## src/rtl/spram_ctrl_if.sv

```systemverilog
`default_nettype none
// ============================================================================
// Module      : spram_ctrl_if
// Description : CPU-side request/response bundle of spram_ctrl.
//               master = CPU (drives requests), slave = controller.
//   req_valid/req_ready : request handshake, accepted on valid & ready
//   req_we              : 1 = store, 0 = load
//   req_wmask           : byte-lane enables for stores
//   req_addr            : byte address, [1:0] ignored
//   req_wdata           : lane-aligned store data
//   rsp_valid/rsp_data  : one-cycle load-result pulse, data held afterwards
//   err                 : one-cycle pulse on read timeout
// Revision    : 1.0 - initial release
// ============================================================================
interface spram_ctrl_if #(
  parameter int ADDR_W = 15
);
  logic              req_valid;
  logic              req_ready;
  logic              req_we;
  logic [3:0]        req_wmask;
  logic [ADDR_W-1:0] req_addr;
  logic [31:0]       req_wdata;
  logic              rsp_valid;
  logic [31:0]       rsp_data;
  logic              err;

  modport master (
    output req_valid, req_we, req_wmask, req_addr, req_wdata,
    input  req_ready, rsp_valid, rsp_data, err
  );

  modport slave (
    input  req_valid, req_we, req_wmask, req_addr, req_wdata,
    output req_ready, rsp_valid, rsp_data, err
  );
endinterface
`default_nettype wire

```

## src/rtl/spram_ctrl.sv

```systemverilog
`default_nettype none
// ============================================================================
// Module      : spram_ctrl
// Description : Bus-side controller in front of a 32-bit word memory that only
//               writes whole words. Loads issue a single read, full-word stores
//               a single write, partial stores a read-modify-write, and empty
//               stores complete without touching memory. Reads abort after
//               RD_TIMEOUT cycles without rd_valid.
// Ports       :
//   clk          in   single clock, posedge
//   rst_n        in   synchronous active-low reset
//   bus          slave  CPU request/response bundle (spram_ctrl_if)
//   mem_rd_en    out  memory read enable (one-cycle pulse)
//   mem_addr     out  memory byte address, [1:0] always 0
//   mem_rd_data  in   memory read data
//   mem_rd_valid in   memory read data valid
//   mem_wr_en    out  memory write enable (one-cycle pulse)
//   mem_wr_data  out  memory write data
// Configuration macro:
//   SPRAM_CTRL_RDBUF_EN - adds a one-word read buffer; load hits answer the
//                         cycle after accept without a memory access.
// Revision    : 1.0 - initial release
// ============================================================================
module spram_ctrl #(
  parameter int ADDR_W     = 15,
  parameter int RD_TIMEOUT = 4
) (
  input  wire logic              clk,
  input  wire logic              rst_n,
  spram_ctrl_if.slave            bus,
  output logic                   mem_rd_en,
  output logic [ADDR_W-1:0]      mem_addr,
  input  wire logic [31:0]       mem_rd_data,
  input  wire logic              mem_rd_valid,
  output logic                   mem_wr_en,
  output logic [31:0]            mem_wr_data
);

  localparam int CNT_W = (RD_TIMEOUT > 2) ? $clog2(RD_TIMEOUT) : 1;
  localparam logic [CNT_W-1:0]  CNT_LAST  = CNT_W'(RD_TIMEOUT - 1);
  localparam logic [ADDR_W-1:0] WORD_MASK = ~ADDR_W'(3);

  typedef enum logic [2:0] {
    S_IDLE   = 3'd0,
    S_RD     = 3'd1,
    S_RMW_RD = 3'd2,
    S_RMW_WR = 3'd3,
    S_WR     = 3'd4
  } state_t;

  state_t            state_q, state_d;
  logic              req_ready_q, req_ready_d;
  logic              rsp_valid_q, rsp_valid_d;
  logic [31:0]       rsp_data_q, rsp_data_d;
  logic              err_q, err_d;
  logic              mem_rd_en_q, mem_rd_en_d;
  logic [ADDR_W-1:0] mem_addr_q, mem_addr_d;
  logic              mem_wr_en_q, mem_wr_en_d;
  logic [31:0]       mem_wr_data_q, mem_wr_data_d;
  logic [3:0]        wmask_q, wmask_d;
  logic [31:0]       wdata_q, wdata_d;
  logic [CNT_W-1:0]  cnt_q, cnt_d;

  logic              accept;
  logic [31:0]       merged_word;

`ifdef SPRAM_CTRL_RDBUF_EN
  logic              buf_valid_q, buf_valid_d;
  logic [ADDR_W-3:0] buf_tag_q, buf_tag_d;
  logic [31:0]       buf_data_q, buf_data_d;
  logic              req_tag_hit;
  logic              cur_tag_hit;

  assign req_tag_hit = buf_valid_q && (buf_tag_q == bus.req_addr[ADDR_W-1:2]);
  assign cur_tag_hit = buf_valid_q && (buf_tag_q == mem_addr_q[ADDR_W-1:2]);
`endif

  // req_ready_q is only ever high in IDLE, so it doubles as the idle flag.
  assign accept = bus.req_valid && req_ready_q;

  // Per-lane merge for read-modify-write: masked lanes take store data.
  for (genvar i = 0; i < 4; i++) begin : g_lane
    assign merged_word[8*i +: 8] = wmask_q[i] ? wdata_q[8*i +: 8]
                                              : mem_rd_data[8*i +: 8];
  end

  always_comb begin
    state_d       = state_q;
    rsp_valid_d   = 1'b0;
    rsp_data_d    = rsp_data_q;
    err_d         = 1'b0;
    mem_rd_en_d   = 1'b0;
    mem_addr_d    = mem_addr_q;
    mem_wr_en_d   = 1'b0;
    mem_wr_data_d = mem_wr_data_q;
    wmask_d       = wmask_q;
    wdata_d       = wdata_q;
    cnt_d         = cnt_q;
`ifdef SPRAM_CTRL_RDBUF_EN
    buf_valid_d   = buf_valid_q;
    buf_tag_d     = buf_tag_q;
    buf_data_d    = buf_data_q;
`endif

    case (state_q)
      S_IDLE: begin
        if (accept) begin
          mem_addr_d = bus.req_addr & WORD_MASK;
          wmask_d    = bus.req_wmask;
          wdata_d    = bus.req_wdata;
          if (!bus.req_we) begin
`ifdef SPRAM_CTRL_RDBUF_EN
            if (req_tag_hit) begin
              rsp_valid_d = 1'b1;
              rsp_data_d  = buf_data_q;
            end else begin
              state_d     = S_RD;
              mem_rd_en_d = 1'b1;
              cnt_d       = '0;
            end
`else
            state_d     = S_RD;
            mem_rd_en_d = 1'b1;
            cnt_d       = '0;
`endif
          end else if (bus.req_wmask == 4'hF) begin
            state_d       = S_WR;
            mem_wr_en_d   = 1'b1;
            mem_wr_data_d = bus.req_wdata;
`ifdef SPRAM_CTRL_RDBUF_EN
            if (req_tag_hit) buf_data_d = bus.req_wdata;
`endif
          end else if (bus.req_wmask != 4'h0) begin
            state_d     = S_RMW_RD;
            mem_rd_en_d = 1'b1;
            cnt_d       = '0;
          end
          // An empty mask completes in IDLE with no memory access.
        end
      end

      S_RD: begin
        if (mem_rd_valid) begin
          state_d     = S_IDLE;
          rsp_valid_d = 1'b1;
          rsp_data_d  = mem_rd_data;
`ifdef SPRAM_CTRL_RDBUF_EN
          buf_valid_d = 1'b1;
          buf_tag_d   = mem_addr_q[ADDR_W-1:2];
          buf_data_d  = mem_rd_data;
`endif
        end else if (cnt_q == CNT_LAST) begin
          // Abort: the load still completes, returning zero.
          state_d     = S_IDLE;
          err_d       = 1'b1;
          rsp_valid_d = 1'b1;
          rsp_data_d  = '0;
`ifdef SPRAM_CTRL_RDBUF_EN
          buf_valid_d = 1'b0;
`endif
        end else begin
          cnt_d = cnt_q + 1'b1;
        end
      end

      S_RMW_RD: begin
        if (mem_rd_valid) begin
          state_d       = S_RMW_WR;
          mem_wr_en_d   = 1'b1;
          mem_wr_data_d = merged_word;
`ifdef SPRAM_CTRL_RDBUF_EN
          if (cur_tag_hit) buf_data_d = merged_word;
`endif
        end else if (cnt_q == CNT_LAST) begin
          // Abort: the partial store is dropped.
          state_d = S_IDLE;
          err_d   = 1'b1;
`ifdef SPRAM_CTRL_RDBUF_EN
          buf_valid_d = 1'b0;
`endif
        end else begin
          cnt_d = cnt_q + 1'b1;
        end
      end

      S_RMW_WR: state_d = S_IDLE;
      S_WR:     state_d = S_IDLE;
      default:  state_d = S_IDLE;
    endcase

    req_ready_d = (state_d == S_IDLE);
  end

  always_ff @(posedge clk) begin
    if (!rst_n) begin
      state_q       <= S_IDLE;
      req_ready_q   <= 1'b1;
      rsp_valid_q   <= 1'b0;
      rsp_data_q    <= '0;
      err_q         <= 1'b0;
      mem_rd_en_q   <= 1'b0;
      mem_addr_q    <= '0;
      mem_wr_en_q   <= 1'b0;
      mem_wr_data_q <= '0;
      wmask_q       <= '0;
      wdata_q       <= '0;
      cnt_q         <= '0;
`ifdef SPRAM_CTRL_RDBUF_EN
      buf_valid_q   <= 1'b0;
      buf_tag_q     <= '0;
      buf_data_q    <= '0;
`endif
    end else begin
      state_q       <= state_d;
      req_ready_q   <= req_ready_d;
      rsp_valid_q   <= rsp_valid_d;
      rsp_data_q    <= rsp_data_d;
      err_q         <= err_d;
      mem_rd_en_q   <= mem_rd_en_d;
      mem_addr_q    <= mem_addr_d;
      mem_wr_en_q   <= mem_wr_en_d;
      mem_wr_data_q <= mem_wr_data_d;
      wmask_q       <= wmask_d;
      wdata_q       <= wdata_d;
      cnt_q         <= cnt_d;
`ifdef SPRAM_CTRL_RDBUF_EN
      buf_valid_q   <= buf_valid_d;
      buf_tag_q     <= buf_tag_d;
      buf_data_q    <= buf_data_d;
`endif
    end
  end

  assign bus.req_ready = req_ready_q;
  assign bus.rsp_valid = rsp_valid_q;
  assign bus.rsp_data  = rsp_data_q;
  assign bus.err       = err_q;
  assign mem_rd_en     = mem_rd_en_q;
  assign mem_addr      = mem_addr_q;
  assign mem_wr_en     = mem_wr_en_q;
  assign mem_wr_data   = mem_wr_data_q;

endmodule
`default_nettype wire

```

## src/flat_wrapper.sv

```systemverilog
// flat-port wrapper written by rule: the top's interface ports become plain ports
module spram_ctrl_flat 
#(
  parameter int ADDR_W     = 15,
  parameter int RD_TIMEOUT = 4
)
  (clk, rst_n, mem_rd_en, mem_addr, mem_rd_data, mem_rd_valid, mem_wr_en, mem_wr_data, bus_req_valid, bus_req_we, bus_req_wmask, bus_req_addr, bus_req_wdata, bus_req_ready, bus_rsp_valid, bus_rsp_data, bus_err);
  spram_ctrl_if #(.ADDR_W(ADDR_W)) bus_i ();
  input  wire logic clk;
  input  wire logic rst_n;
  output logic mem_rd_en;
  output logic [ADDR_W-1:0] mem_addr;
  input  wire logic [31:0] mem_rd_data;
  input  wire logic mem_rd_valid;
  output logic mem_wr_en;
  output logic [31:0] mem_wr_data;
  input wire logic [$bits(bus_i.req_valid)-1:0] bus_req_valid;
  input wire logic [$bits(bus_i.req_we)-1:0] bus_req_we;
  input wire logic [$bits(bus_i.req_wmask)-1:0] bus_req_wmask;
  input wire logic [$bits(bus_i.req_addr)-1:0] bus_req_addr;
  input wire logic [$bits(bus_i.req_wdata)-1:0] bus_req_wdata;
  output wire logic [$bits(bus_i.req_ready)-1:0] bus_req_ready;
  output wire logic [$bits(bus_i.rsp_valid)-1:0] bus_rsp_valid;
  output wire logic [$bits(bus_i.rsp_data)-1:0] bus_rsp_data;
  output wire logic [$bits(bus_i.err)-1:0] bus_err;
  assign bus_i.req_valid = bus_req_valid;
  assign bus_i.req_we = bus_req_we;
  assign bus_i.req_wmask = bus_req_wmask;
  assign bus_i.req_addr = bus_req_addr;
  assign bus_i.req_wdata = bus_req_wdata;
  assign bus_req_ready = bus_i.req_ready;
  assign bus_rsp_valid = bus_i.rsp_valid;
  assign bus_rsp_data = bus_i.rsp_data;
  assign bus_err = bus_i.err;
  spram_ctrl #(.ADDR_W(ADDR_W), .RD_TIMEOUT(RD_TIMEOUT)) u_core (.clk(clk), .rst_n(rst_n), .bus(bus_i), .mem_rd_en(mem_rd_en), .mem_addr(mem_addr), .mem_rd_data(mem_rd_data), .mem_rd_valid(mem_rd_valid), .mem_wr_en(mem_wr_en), .mem_wr_data(mem_wr_data));
endmodule
```

## config.mk

```make
export PLATFORM = sky130hd
export DESIGN_NAME = spram_ctrl_flat
export DESIGN_NICKNAME = d
export VERILOG_FILES = /design/src/rtl/spram_ctrl_if.sv /design/src/rtl/spram_ctrl.sv /design/src/flat_wrapper.sv
export SDC_FILE = /design/constraint.sdc
export NUM_CORES = 1
export LEC_CHECK = 0
export CAP_MARGIN = 30
export CORE_MARGIN = 2
export CORE_UTILIZATION = 50
export CTS_CLUSTER_DIAMETER = 30
export DETAILED_ROUTE_END_ITERATION = 6
export PLACE_DENSITY = 0.85
export SYNTH_ARGS = -nofsm -noshare
export SYNTH_HDL_FRONTEND = slang
export SYNTH_SLANG_ARGS = --single-unit
export TNS_END_PERCENT = 1
```

## constraint.sdc

```tcl
create_clock -name clk -period 5 [get_ports clk]
set_input_delay 1 -clock clk [delete_from_list [all_inputs] [get_ports clk]]
set_output_delay 1 -clock clk [all_outputs]
set_load 0.02 [all_outputs]
```

==> flow_summary_export.csv <==
group,metric,value,unit
sta,relSlewSlack,32.11,%
die,start_util,51.17,%
die,std_cell_rows,37,
setup_path,r2r-start,"u_core.state_q[1]$_SDFF_PN0_",
power,combPwrFrac,17.7,%
global_routing,grt_start_max_net_pins,69,
setup_path,rr_endpoint,"u_core.mem_wr_data[9]$_SDFFE_PN0P_",
sta,fmax,339.8,MHz
clocking,postCtsSetupBuffers,0,
setup_path,reg2regPathDepth,6,
setup_path,crit_path_end_kind,"register",
power,power,0.002919,W
die,fp.dieH,106.3,um
routing,wirelength,15520,um
setup_path,reg2reg_setup_slack,2060,ps
placed_design,place_hpwl,9997,um
worst_hold_path,hold_class,"reg -> reg",
sta,fin_crit,2943,ps
clocking,ctsHoldBuffers,0,
die,core_area,10230,sq um
logic_synthesis,synthDistinctLibCells,47,
logic_synthesis,synth_edf_count,0,
logic_synthesis,synth_flop_cell,"dfxtp_1",
flow_run,max-cap-violations,0,
die,die_w,106.3,um
logic_synthesis,async_reset_ff_share,0,%
sta,period_share,58.85,%
power,pwr_density_cell,388.4,nW/um^2
clocking,htree_levels,4,
clocking,clk_latency,510,ps
placed_design,dp_worst_setup_slack,1712,ps
logic_synthesis,synth_top_area_share,47.04,%
placed_design,place_area,6838,sq um
routing,ant_nets,0,
global_routing,grt_util_all_layers,27.69,%
logic_synthesis,postSynthAreaPerCell,8.769,sq um
clocking,cts_tree,"built",
layout,final_net_count,824,
power,power_leakage,2.592,nW
layout,postLayoutCellArea,7516,sq um
sta,setup_ws,2057,ps
layout,antennaDiodeCount,0,
routing,first_pass_iters,5,
sta,grt_setup_unrepaired,"no",
clocking,numCtsBuffers,17,
power,ir_drop,250.1,uV
placed_design,globalplace.congestion,0.8796,
logic_synthesis,ys_seq_elements,123,
logic_synthesis,yosysWarnings,0,
routing,viasPerCell,5.628,
layout,final-instance-count-excl-fill,884,
global_routing,grt_pass1_wl,24760,um
routing,drt-initial-drc-count,245,
global_routing,grt_pass1_vias,5094,
setup_path,cp-start-kind,"register",
logic_synthesis,netlist_top_cells_count,"nand2_1 (135), dfxtp_1 (123), a21oi_1 (50), nor2_1 (38), clkbuf_1 (34)",
placed_design,dp_cells,850,
logic_synthesis,yosysTopAreaCell,"dfxtp_1",
power,sw_frac_of_total,27.10,%
power,p_clk_share,44.2,%
logic_synthesis,syn_area,5235,sq um
sta,finalSetupTns,0,ps
power,p_seq_share,38.1,%
setup_path,arrival,3370,ps
logic_synthesis,netlist_instances,597,
global_routing,grt_overflow,0,
layout,fillers,736,
clocking,cts_root_buf,"clkbuf_8",
sta,slew_violations,0,
placed_design,io_buffer_count,167,
die,boundaryPins,172,
layout,drive_gt1_share,11.10,%
sta,finalSetupViolations,0,
worst_hold_path,whs_path_depth,2,
global_routing,antenna_found_initial,0,
sta,clock_skew,5.869,ps
routing,drcViolationCount,0,
clocking,clkTransAtPathRegs,60,ps
sta,worstMarginPinSlew,1015,ps
clocking,cts_sinks,123,
logic_synthesis,synth.area.top_cells,"dfxtp_1 (47%), nand2_1 (9.7%), a22oi_2 (6.9%)",
routing,dr_total_vias,4975,
clocking,ctsResizeCount,0,
routing,wl_per_cell,17.56,um
power,power.switching,0.0007909,W
layout,syn_to_final_growth,43.57,%
worst_hold_path,hold_end,"u_core.mem_addr[4]$_SDFFE_PN0P_",
setup_path,cp_max_fo,65,
sta,finalHoldViolCount,0,
clocking,cts_max_path_buffers,2,
logic_synthesis,seq_area_frac_synth,47.04,%
power,p_int,0.002128,W
setup_path,critPathKind,"reg -> reg",
logic_synthesis,synth_most_common_cell,"nand2_1",
die,fp.dieArea,11310,sq um
status,status,"complete, no violations",
worst_hold_path,min_from,"u_core.mem_addr[4]$_SDFFE_PN0P_",
setup_path,cp.required,5420,ps
## power groups by stage
stage / registers (W) / logic [W] / clock network, W
6_report: 0.00111 / 0.000516 / 0.00129
3_3_place_gp: 0.00113 / 0.000487 / 0
3_5_place_dp: 0.00113 / 0.000502 / 0
2_1_floorplan: 0.00115 / 0.000275 / 0
5_1_grt: 0.00112 / 0.000558 / 0.00135
4_1_cts: 0.00111 / 0.000505 / 0.00130
## routing by layer
metal,vias up,routed length [um],GRT usage (%)
met5,-,0,0
met4,0,356,12.22
met3,31,933,7.112
met2,182,7978,48.35
met1,2377,6254,31.82
li1,2385,-,-
## critical path, stage by stage, from the launching register on
cell,delay [ps]
dfxtp_1,550
nor3b_2,230
buf_4,550
nand2_1,610
buf_4,400
and2_4,290
o21ai_0,220
## flip-flops by register name (all words and copies together), names as in the netlist
register / count
u_core.mem_wr_en: 1
u_core.state_q: 3
u_core.wdata_q: 32
u_core.bus.rsp_valid: 1
u_core.bus.req_ready: 1
u_core.mem_rd_en: 1
u_core.bus.rsp_data: 32
u_core.mem_wr_data: 32
u_core.cnt_q: 2
u_core.mem_addr: 13
u_core.wmask_q: 4
u_core.bus.err: 1
## worst max-delay path by stage
stage | start | endpoint | slack (ps) | cells past startpoint
floorplan | bus_req_valid | u_core.cnt_q[1]$_SDFFE_PN0P_ | 2940 | 5
global placement | mem_rd_valid | u_core.bus.rsp_data[0]$_SDFFE_PN0P_ | 1770 | 5
detailed placement | mem_rd_valid | u_core.bus.rsp_data[2]$_SDFFE_PN0P_ | 1710 | 5
CTS | u_core.state_q[1]$_SDFF_PN0_ | u_core.mem_wr_data[9]$_SDFFE_PN0P_ | 2120 | 6
global route | u_core.state_q[1]$_SDFF_PN0_ | u_core.mem_wr_data[9]$_SDFFE_PN0P_ | 1790 | 6
finish | u_core.state_q[1]$_SDFF_PN0_ | u_core.mem_wr_data[9]$_SDFFE_PN0P_ | 2060 | 6
## kinds of logic (layout without fill, tap and decap cells)
group           Yosys count  count (layout)  share of synthesized area [%]
buf+inv                  59             209                          5.712
simple gates            225             225                          19.50
fa+ha+maj                 1               1                         0.2390
mux                      32              32                          6.119
xor+xnor                  1               1                         0.1673
compound gates          155             155                          21.15
flops                   123             123                          47.04
other cells               1               2                        0.07163
## cells in the final DEF (no fill, tap or decap), drive strengths merged, types with 2 or more instances in the layout
cell | netlist | layout
a22oi | 32 | 32
o211ai | 32 | 32
and2 | 2 | 2
clkbuf | 35 | 19
nor2b | 2 | 2
and2b | 2 | 2
clkdlybuf4s50 | 0 | 166
a21oi | 51 | 51
clkinv | 0 | 4
nand2b | 2 | 2
inv | 2 | 5
conb | 1 | 2
nand4 | 33 | 33
nor2 | 38 | 38
dfxtp | 123 | 123
clkinvlp | 0 | 2
buf | 22 | 9
nand2 | 135 | 135
o21ai | 33 | 33
bufinv | 0 | 4
nor4b | 2 | 2
mux2i | 32 | 32
## metrics by stage
stage / hold WS, ps / util (%)
floorplan: 436.0 / -
global placement: 440.9 / 66.83
detailed placement: 446.0 / 66.83
CTS: 454.4 / 73.00
global route: 473.8 / 73.46
finish: 455.1 / 73.46
## cell type report
class                      instances  area (sq um)  share of cell area, %
timing repair buffer             175          1759                  23.41
clock inverter                    13         188.9                  2.514
multi-input combinational        416          2486                  33.08
sequential                       123          2462                  32.76
tap                              136         170.2                  2.264
inverter                           2         7.507                0.09988
clock buffer                      19         441.7                  5.876
No activity file was read; power rests on OpenSTA's default activity.
